==> src/rtl/pong_pkg.sv <==
// Shared Pong geometry, colours, default paddle positions and the plotter state type.
package pong_pkg;

  localparam int unsigned SCREEN_W = 256;
  localparam int unsigned SCREEN_H = 240;
  localparam int unsigned PADDLE_W = 4;
  localparam int unsigned PADDLE_H = 20;

  localparam logic [2:0] FG_COLOUR = 3'b111;
  localparam logic [2:0] BG_COLOUR = 3'b000;

  localparam logic [7:0] DEF_LX = 8'd0;
  localparam logic [7:0] DEF_LY = 8'(SCREEN_H / 2 - 10);
  localparam logic [7:0] DEF_RX = 8'(SCREEN_W - PADDLE_W);
  localparam logic [7:0] DEF_RY = 8'(SCREEN_H / 2 - 10);

  localparam logic [8:0] X_MAX = 9'(SCREEN_W - PADDLE_W);
  localparam logic [8:0] Y_MAX = 9'(SCREEN_H - PADDLE_H);

  localparam int unsigned COL_W = $clog2(PADDLE_W);
  localparam int unsigned ROW_W = $clog2(PADDLE_H);

  typedef enum logic [2:0] {
    IDLE,
    ERASE_L,
    ERASE_R,
    DRAW_L,
    DRAW_R,
    DONE
  } plot_state_e;

  // Widened compare so coordinates near 255 cannot wrap past the limit.
  function automatic logic [7:0] clamp_coord(input logic [7:0] v, input logic [8:0] lim);
    logic [8:0] w;
    w = {1'b0, v};
    return (w > lim) ? lim[7:0] : v;
  endfunction

endpackage

==> src/rtl/rect_scanner.sv <==
// Row-major col/row counter that walks one paddle-sized rectangle, one pixel per enabled cycle.
module rect_scanner
  import pong_pkg::*;
(
  input  logic             clk_i,
  input  logic             rst_ni,
  input  logic             clear_i,
  input  logic             enable_i,
  output logic [COL_W-1:0] col_o,
  output logic [ROW_W-1:0] row_o,
  output logic             last_o
);

  localparam logic [COL_W-1:0] COL_LAST = COL_W'(PADDLE_W - 1);
  localparam logic [ROW_W-1:0] ROW_LAST = ROW_W'(PADDLE_H - 1);

  logic [COL_W-1:0] col_q, col_d;
  logic [ROW_W-1:0] row_q, row_d;

  always_comb begin
    col_d = col_q;
    row_d = row_q;
    if (clear_i) begin
      col_d = '0;
      row_d = '0;
    end else if (enable_i) begin
      if (col_q == COL_LAST) begin
        col_d = '0;
        row_d = (row_q == ROW_LAST) ? '0 : row_q + 1'b1;
      end else begin
        col_d = col_q + 1'b1;
      end
    end
  end

  always_ff @(posedge clk_i) begin
    if (!rst_ni) begin
      col_q <= '0;
      row_q <= '0;
    end else begin
      col_q <= col_d;
      row_q <= row_d;
    end
  end

  assign col_o  = col_q;
  assign row_o  = row_q;
  assign last_o = (col_q == COL_LAST) && (row_q == ROW_LAST);

endmodule

==> src/rtl/paddle_plotter.sv <==
// Erases both paddles at their old positions, then draws them at the newly latched ones,
// emitting one registered VGA pixel write per clock.
module paddle_plotter
  import pong_pkg::*;
(
  input  logic       CLOCK_50,
  input  logic       resetn,
  input  logic       start,
  input  logic [7:0] lx,
  input  logic [7:0] ly,
  input  logic [7:0] rx,
  input  logic [7:0] ry,
  output logic [7:0] vga_x,
  output logic [7:0] vga_y,
  output logic [2:0] vga_colour,
  output logic       plot,
  output logic       busy,
  output logic       done
);

  plot_state_e state_q, state_d;

  logic [7:0] old_lx_q, old_ly_q, old_rx_q, old_ry_q;
  logic [7:0] new_lx_q, new_ly_q, new_rx_q, new_ry_q;

  logic [7:0] vga_x_q, vga_y_q;
  logic [2:0] colour_q;
  logic       plot_q, busy_q, done_q;

  logic [COL_W-1:0] col;
  logic [ROW_W-1:0] row;
  logic             last;
  logic             scanning;
  logic             clear;
  logic [7:0]       base_x, base_y;
  logic [2:0]       colour_d;
  logic [7:0]       px, py;

  rect_scanner u_scan (
    .clk_i    (CLOCK_50),
    .rst_ni   (resetn),
    .clear_i  (clear),
    .enable_i (scanning),
    .col_o    (col),
    .row_o    (row),
    .last_o   (last)
  );

  always_comb begin
    state_d  = state_q;
    scanning = 1'b0;
    base_x   = '0;
    base_y   = '0;
    colour_d = BG_COLOUR;
    unique case (state_q)
      IDLE: if (start) state_d = ERASE_L;
      ERASE_L: begin
        scanning = 1'b1;
        base_x   = old_lx_q;
        base_y   = old_ly_q;
        if (last) state_d = ERASE_R;
      end
      ERASE_R: begin
        scanning = 1'b1;
        base_x   = old_rx_q;
        base_y   = old_ry_q;
        if (last) state_d = DRAW_L;
      end
      DRAW_L: begin
        scanning = 1'b1;
        base_x   = new_lx_q;
        base_y   = new_ly_q;
        colour_d = FG_COLOUR;
        if (last) state_d = DRAW_R;
      end
      DRAW_R: begin
        scanning = 1'b1;
        base_x   = new_rx_q;
        base_y   = new_ry_q;
        colour_d = FG_COLOUR;
        if (last) state_d = DONE;
      end
      DONE:    state_d = IDLE;
      default: state_d = IDLE;
    endcase
    clear = (state_d != state_q);
    // Clamped bases guarantee these sums never exceed 255.
    px = base_x + 8'(col);
    py = base_y + 8'(row);
  end

  always_ff @(posedge CLOCK_50) begin
    if (!resetn) begin
      state_q  <= IDLE;
      vga_x_q  <= '0;
      vga_y_q  <= '0;
      colour_q <= BG_COLOUR;
      plot_q   <= 1'b0;
      busy_q   <= 1'b0;
      done_q   <= 1'b0;
      old_lx_q <= DEF_LX;
      old_ly_q <= DEF_LY;
      old_rx_q <= DEF_RX;
      old_ry_q <= DEF_RY;
      new_lx_q <= DEF_LX;
      new_ly_q <= DEF_LY;
      new_rx_q <= DEF_RX;
      new_ry_q <= DEF_RY;
    end else begin
      state_q <= state_d;
      plot_q  <= scanning;
      busy_q  <= (state_q != IDLE);
      done_q  <= (state_q == DONE);
      if (scanning) begin
        vga_x_q  <= px;
        vga_y_q  <= py;
        colour_q <= colour_d;
      end
      if (state_q == IDLE && start) begin
        new_lx_q <= clamp_coord(lx, X_MAX);
        new_ly_q <= clamp_coord(ly, Y_MAX);
        new_rx_q <= clamp_coord(rx, X_MAX);
        new_ry_q <= clamp_coord(ry, Y_MAX);
      end
      if (state_q == DONE) begin
        old_lx_q <= new_lx_q;
        old_ly_q <= new_ly_q;
        old_rx_q <= new_rx_q;
        old_ry_q <= new_ry_q;
      end
    end
  end

  assign vga_x      = vga_x_q;
  assign vga_y      = vga_y_q;
  assign vga_colour = colour_q;
  assign plot       = plot_q;
  assign busy       = busy_q;
  assign done       = done_q;

endmodule

==> config.mk <==
export PLATFORM = sky130hd
export DESIGN_NAME = paddle_plotter
export DESIGN_NICKNAME = d
export VERILOG_FILES = /design/src/rtl/pong_pkg.sv /design/src/rtl/rect_scanner.sv /design/src/rtl/paddle_plotter.sv
export SDC_FILE = /design/constraint.sdc
export NUM_CORES = 1
export LEC_CHECK = 0
export ABC_AREA = 1
export BUFFER_PORTS_ARGS = -buffer_cell sky130_fd_sc_hd__clkbuf_2
export CORE_MARGIN = 1.5
export CORE_UTILIZATION = 52
export CTS_CLUSTER_DIAMETER = 200
export DETAILED_ROUTE_END_ITERATION = 16
export PLACE_DENSITY = 0.76
export SLEW_MARGIN = 30
export SYNTH_ARGS = -nofsm -noshare
export SYNTH_HDL_FRONTEND = slang
export SYNTH_HIERARCHICAL = 1
export SYNTH_SLANG_ARGS = --single-unit
==> constraint.sdc <==
create_clock -name CLOCK_50 -period 2.5 [get_ports CLOCK_50]
set_clock_uncertainty 0.15 [all_clocks]
set_input_delay 0.375 -clock CLOCK_50 [delete_from_list [all_inputs] [get_ports CLOCK_50]]
set_output_delay 0.375 -clock CLOCK_50 [all_outputs]
set_load 0.05 [all_outputs]
==> flow_metrics.env, run 1 <==
export IMPL_status="finished, final reports clean"
export IMPL_synth_edff_count=0
export IMPL_setup_viol=0
export IMPL_period_needed_ps=2440
export IMPL_grt_pass1_vias=3984
export IMPL_yosysTopAreaCellShare=0.413
export IMPL_critPathLaunchType="register"
export IMPL_start_util=0.546
export IMPL_die_x_um=96.6
export IMPL_grt_overflow=0
export IMPL_avgSynthCellArea_um2=7.39
export IMPL_synth_xor_area_frac=0.00962
export IMPL_synth_nets=662
export IMPL_fp_coreArea_um2=8340
export IMPL_drc=0
export IMPL_dp_hpwl_um=8540
export IMPL_synth_cells=616
export IMPL_preCtsSetupSlack_ps=-12.7
export IMPL_clock_latency_ps=370
export IMPL_worst_slew_pin_slew_ps=589
export IMPL_vias_per_cell=5.46
export IMPL_drive_above_1_share=0.243
export IMPL_gp_congestion=1.00
export IMPL_die_area_um2=9330
export IMPL_slew_headroom=0.606
export IMPL_cp_max_fo=5
export IMPL_critical_path_required_ps=2640
export IMPL_grt_antenna_before_repair=0
export IMPL_grt_pass1_wl_um=18900
export IMPL_num_rows=33
export IMPL_grt_max_degree=70
export IMPL_routedWlPerCell_um=14.6
export IMPL_dr_first_iter_drc_count=339
export IMPL_cts_root_buf="clkbuf_8"
export IMPL_cts_tree="done"
export IMPL_yosys_top_cells_area="dfxtp_1 41%, nand2_1 12%, o21ai_0 5.2%"
export IMPL_fmax_mhz=410
export IMPL_vdd_drop_max_v=0.000335
export IMPL_drt_pre_antenna_iters=5
export IMPL_rsz0062_at_grt="yes"
export IMPL_num_io_pins=57
export IMPL_power_density_nw_per_um2=553
export IMPL_layout_nets=740
export IMPL_cts_buffer_depth=2
export IMPL_synth_compound_area_share=0.170
export IMPL_synth_commonest_cells="146 x nand2_1, 94 x dfxtp_1, 58 x inv_1"
export IMPL_finalCritPeriodShare=0.976
export IMPL_hold_ws_ps=64.0
export IMPL_total_power_mw=3.01
export IMPL_final_max_slew_viol_count=0
export IMPL_dr_total_vias=4389
export IMPL_diodes=0
export IMPL_p_leak_nw=2.56
export IMPL_htreeDepth=3
export IMPL_yosys_area_top_type="dfxtp_1"
export IMPL_routed_wl_um=11700
export IMPL_end_kind="register"
export IMPL_min_path_type="primary input to register"
export IMPL_critical_path_class="register to register"
export IMPL_synth_top_flop_cell="dfxtp_1"
export IMPL_yosysSeqAreaShare=0.413
export IMPL_area_growth_syn_to_layout_pct=19.4
export IMPL_clock_sinks=94
export IMPL_cp_arrival_ps=2580
export IMPL_synth_area_um2=4550
export IMPL_detail_route_antenna_nets=0
export IMPL_synthAdderAreaFrac=0.0335
export IMPL_die_h_um=96.6
export IMPL_clk_pin_slew_ps=100
export IMPL_yosysMostFrequentCell="nand2_1"
export IMPL_numCtsBuffers=9
export IMPL_cap_violations=0
export IMPL_grt_use_total=0.267
export IMPL_setup_slack_ps=60.8
export IMPL_synth_warnings=6
export IMPL_yosys_register_bits=94
export IMPL_synth_top_family_by_area="simple AND/OR/NAND/NOR gates"
export IMPL_hold_viol=0
export IMPL_yosysUniqueCellTypes=44
export IMPL_portBuffers=56
export IMPL_synth_async_reset_ratio=0
export IMPL_muxShareOfSynthArea=0
export IMPL_place_area_um2=5110
export IMPL_synth_simple_area_share=0.279
export IMPL_design_area_um2=5440
metrics by stage:
| step | cells | setup TNS (ps) | utilization |
|---|---|---|---|
| 6_report | 804 | 0 | 0.652 |
| 5_1_grt | 804 | -128 | 0.652 |
| 4_1_cts | 799 | 0 | 0.638 |
| 3_5_place_dp | 783 | -17.1 | 0.612 |
| 3_3_place_gp | 783 | 0 | 0.612 |
| 2_1_floorplan | 616 | 0 | - |
layout by cell type, fill, tap and decap left out, types with 5 or more instances in the layout:
cell / count
inv_1: 54
buf_4: 36
inv_2: 12
nand2_1: 146
nand3_1: 39
nor2_1: 45
a221o_1: 5
nand4_1: 11
nor2_2: 11
a21oi_1: 43
clkbuf_8: 10
o21ai_0: 44
dfxtp_1: 91
clkbuf_2: 56
o22ai_1: 6
o211ai_1: 15
registers in the layout, indices dropped and copies added, names as in the netlist:
signal / count
done: 1
new_rx_q: 8
vga_x: 8
old_ly_q: 8
new_ry_q: 8
vga_y: 8
old_ry_q: 8
plot: 1
old_lx_q: 8
busy: 1
new_lx_q: 8
vga_colour: 1
state_q: 3
new_ly_q: 8
u_scan/col_o: 2
old_rx_q: 8
u_scan/row_o: 5
area by class of cell:
type                       count  area [um2]
clock buffer                  10         138
clock inverter                 6        66.3
fill                         745        2900
inverter                      69         279
multi-input combinational    425        2330
sequential                    94        1890
tap                          105         131
timing repair buffer          95         602
critical path, cell delays in order (launching register included):
cell and delay (ps):
dfxtp_4 400, clkinv_8 60, nor3_4 210, inv_2 90, o22ai_1 110, a221o_1 150
ha_2 210, inv_2 40, fa_2 350, o21ai_2 130, a21o_1 130, nand2_1 60
xnor2_1 120, a21oi_1 150
layer usage:
layer | vias to the layer above | global-route usage | wire length [um]
met5 | - | 0 | 0
met4 | 0 | 0.0954 | 214
met2 | 171 | 0.414 | 5240
met3 | 20 | 0.0610 | 824
met1 | 1999 | 0.365 | 5450
li1 | 2199 | - | -
cell families after synthesis:
kind of cell	after synthesis
and+or+nand+nor	276
adders and majority gates	11
buffers and inverters	97
AOI/OAI and AO/OA	133
DFF	94
xor gates and xnor gates	5
repair_timing:
action,in CTS,in global routing
cloned,0,0
resized for setup,3,24
endpoints found under the setup margin,4,10
hold buffers,0,0
pin swaps,0,7
setup buffers,0,6
path summary, 6_finish.rpt:
kind                                                from                        to  slack (ps)  depth (start not counted)
worst min register to register  old_ry_q[5]$_SDFFE_PN1P_  old_ry_q[5]$_SDFFE_PN1P_         310                          2
worst max-delay path               state_q[0]$_SDFF_PN0_     vga_y[6]$_SDFFE_PN0P_          60                         13
worst min-delay path                               rx[2]  new_rx_q[2]$_SDFFE_PN1P_          60                          3
worst max register to register     state_q[0]$_SDFF_PN0_     vga_y[6]$_SDFFE_PN0P_          60                         13
power by group:
part	total (mW)	switching (mW)	internal (mW)
combinational	0.343	0.222	0.121
clock	1.06	0.566	0.497
sequential	1.60	0.0469	1.55
(Power assumes the default switching activity.)
==> run 2: changes to the inputs <==
Settings changed: BUFFER_PORTS_ARGS -buffer_cell sky130_fd_sc_hd__clkbuf_2 to -buffer_cell sky130_fd_sc_hd__buf_2, MAX_ROUTING_LAYER set to met4.
Clock period 2.5 ns to 2 ns, I/O delays scaled along.
==> run 2 against run 1 <==
  * The flow now finishes with violations (setup timing)
  * Global-route usage rose by 2.4 points
  * Critical path depth fell by 1
  * Highest routed layer unchanged
  * Die area did not move
  * Utilization rose by 6.1 points
  * First-iteration DRC count fell by 19%
  * Total power rose by 25%
  * Sequential share of layout area fell by 2.9 points
  * Register-to-register slack got worse by 500 ps
  * Cell count rose by 4.1%
  * Clock power rose by 21%
  * Wire length rose by 7.3%
==> flow_metrics.env, run 2 (synthesis results as in run 1) <==
export IMPL_grt_use_total=0.291
export IMPL_dp_hpwl_um=8690
export IMPL_setup_slack_ps=-439
export IMPL_critical_path_required_ps=2100
export IMPL_routed_wl_um=12600
export IMPL_critical_path_top_delay_family="compound AO/OA/AOI/OAI gates"
export IMPL_diodes=0
export IMPL_met3_length_um=694
export IMPL_clock_latency_ps=370
export IMPL_cp_arrival_ps=2540
export IMPL_grt_pass1_wl_um=20200
export IMPL_place_area_um2=5360
export IMPL_vdd_drop_max_v=0.000723
export IMPL_fmax_mhz=410
export IMPL_r2r_end="vga_x[4]$_SDFFE_PN0P_"
export IMPL_grt_pass1_vias=4311
export IMPL_met2_length_um=6000
export IMPL_routedWlPerCell_um=15.0
export IMPL_rsz0062_at_grt="yes"
export IMPL_crit_path_end="vga_x[4]$_SDFFE_PN0P_"
export IMPL_hold_ws_ps=12.7
export IMPL_setup_viol=17
export IMPL_fp_coreArea_um2=8340
export IMPL_end_kind="register"
export IMPL_gp_congestion=0.891
export IMPL_num_rows=33
export IMPL_hold_viol=0
export IMPL_power_frac_seq=0.531
export IMPL_power_density_nw_per_um2=633
export IMPL_combPwrFrac=0.130
export IMPL_cp_slowest_cell="dfxtp_4"
export IMPL_design_area_um2=5940
export IMPL_cpMostUsedCell="inv_2"
export IMPL_critical_path_depth=12
export IMPL_layout_commonest_cell="nand2_1"
export IMPL_final_core_util=0.713
export IMPL_num_io_pins=57
export IMPL_cpPeakStageDelay_ps=400
export IMPL_die_h_um=96.6
export IMPL_internal_power_mw=2.65
export IMPL_startpoint="state_q[1]$_SDFF_PN0_"
export IMPL_area_growth_syn_to_layout_pct=30.5
export IMPL_grt_overflow=0
export IMPL_finalCritPeriodShare=1.22
export IMPL_clock_sinks=94
export IMPL_clk_pin_slew_ps=100
export IMPL_detail_route_antenna_nets=0
export IMPL_rrSetupSlack_ps=-440
export IMPL_cts_root_buf="clkbuf_8"
export IMPL_drt_pre_antenna_iters=5
export IMPL_vias_per_cell=5.38
export IMPL_highest_layer="met4"
export IMPL_cts_tree="done"
export IMPL_cap_violations=0
export IMPL_finalSetupTns_ps=-4000
export IMPL_start_util=0.546
export IMPL_slew_headroom=0.595
export IMPL_dr_total_vias=4506
export IMPL_p_leak_nw=2.80
export IMPL_cts_buffer_depth=2
export IMPL_violations="setup timing"
export IMPL_worst_slew_pin_slew_ps=607
export IMPL_critPathLaunchType="register"
export IMPL_htreeDepth=3
export IMPL_r2r_start="state_q[1]$_SDFF_PN0_"
export IMPL_period_needed_ps=2440
export IMPL_switchingPower_mw=1.11
export IMPL_fillers=676
export IMPL_path_buf_inv=4
export IMPL_grt_max_degree=54
export IMPL_reg2reg_depth=12
export IMPL_min_path_type="primary input to register"
export IMPL_cp_max_fo=6
export IMPL_portBuffers=56
export IMPL_dr_first_iter_drc_count=274
export IMPL_die_area_um2=9330
export IMPL_clkPwrFrac=0.339
export IMPL_layout_nets=773
export IMPL_die_x_um=96.6
export IMPL_crit_path_cell_trace="nor3_4 > inv_2 > buf_4 > o22ai_1 > a221o_1 > ha_2 > inv_2 > fa_2 > inv_2 > o21ai_2 > o21ai_1 > a31oi_1"
export IMPL_met1Wirelength_um=5570
export IMPL_layout_common_cells="141 x nand2_1, 87 x dfxtp_1, 57 x buf_4, 56 x buf_2, 50 x inv_1"
export IMPL_grt_antenna_before_repair=0
export IMPL_critical_path_class="register to register"
export IMPL_drive_above_1_share=0.320
export IMPL_swShare=0.295
export IMPL_numCtsBuffers=9
export IMPL_status="finished, violations left"
export IMPL_drc=0
export IMPL_final_max_slew_viol_count=0
[run 2: cell types whose count changed in the layout (fill, tap and decap cells not counted), sizes merged]
cell / delta
buf: +86
dlygate4sd3: +3
clkbuf: -56
clkinv: -1
bufinv: -1
inv: +2
[run 2: stage by stage]
step	worst slack [ps]	cells	power, mW
after floorplan	-448	616	2.30
after global placement	-366	805	2.46
after detailed placement	-469	805	2.47
after CTS	-375	835	3.76
after global routing	-539	837	3.92
final	-439	837	3.76
[run 2: worst min path at each step]
| stage | slack (ps) | depth (start not counted) | from | endpoint |
|---|---|---|---|---|
| final | 10 | 3 | rx[2] | new_rx_q[2]$_SDFFE_PN1P_ |
| after global routing | 10 | 3 | rx[2] | new_rx_q[2]$_SDFFE_PN1P_ |
| after CTS | 4 | 3 | rx[2] | new_rx_q[2]$_SDFFE_PN1P_ |
| after detailed placement | 300 | 2 | old_ry_q[0]$_SDFFE_PN0P_ | old_ry_q[0]$_SDFFE_PN0P_ |
| after global placement | 290 | 2 | old_ry_q[5]$_SDFFE_PN1P_ | old_ry_q[5]$_SDFFE_PN1P_ |
| after floorplan | 260 | 2 | ly[6] | new_ly_q[6]$_SDFFE_PN1P_ |
[run 2: worst register-to-register path, cell delays in order (launching register included)]
cell,delay (ps)
dfxtp_4,400
nor3_4,250
inv_2,70
buf_4,150
o22ai_1,120
a221o_1,170
ha_2,210
inv_2,50
fa_2,340
inv_2,100
o21ai_2,70
o21ai_1,150
a31oi_1,90
[run 2: final cells by class]
class	instances	area (um2)	share of cell area
tap	105	131	0.0221
clock inverter	6	62.6	0.0105
inverter	69	282	0.0474
multi-input combinational	425	2510	0.423
sequential	94	1900	0.319
clock buffer	10	138	0.0232
timing repair buffer	128	917	0.154
[run 2: what timing repair did]
item                       CTS  global route
setup buffers               11             2
pin swaps                   28            15
setup endpoints to repair   22            37
hold endpoints to repair     3             0
gates resized for setup     26            33
hold buffers                 3             0
[run 2: metal layers]
metal  global-route usage  vias up
li1                     -     2263
met1                0.365     2066
met2                0.460      150
met3               0.0657       27
met4                0.106        0
met5                    -        -
[run 2: power groups by stage]
| stage | sequential [mW] | combinational (mW) | clock, mW |
|---|---|---|---|
| 5_1_grt | 2.01 | 0.538 | 1.37 |
| 4_1_cts | 1.99 | 0.468 | 1.29 |
| 3_3_place_gp | 2.04 | 0.422 | 0 |
| 3_5_place_dp | 2.04 | 0.432 | 0 |
| 2_1_floorplan | 2.07 | 0.225 | 0 |
| 6_report | 2.00 | 0.490 | 1.28 |
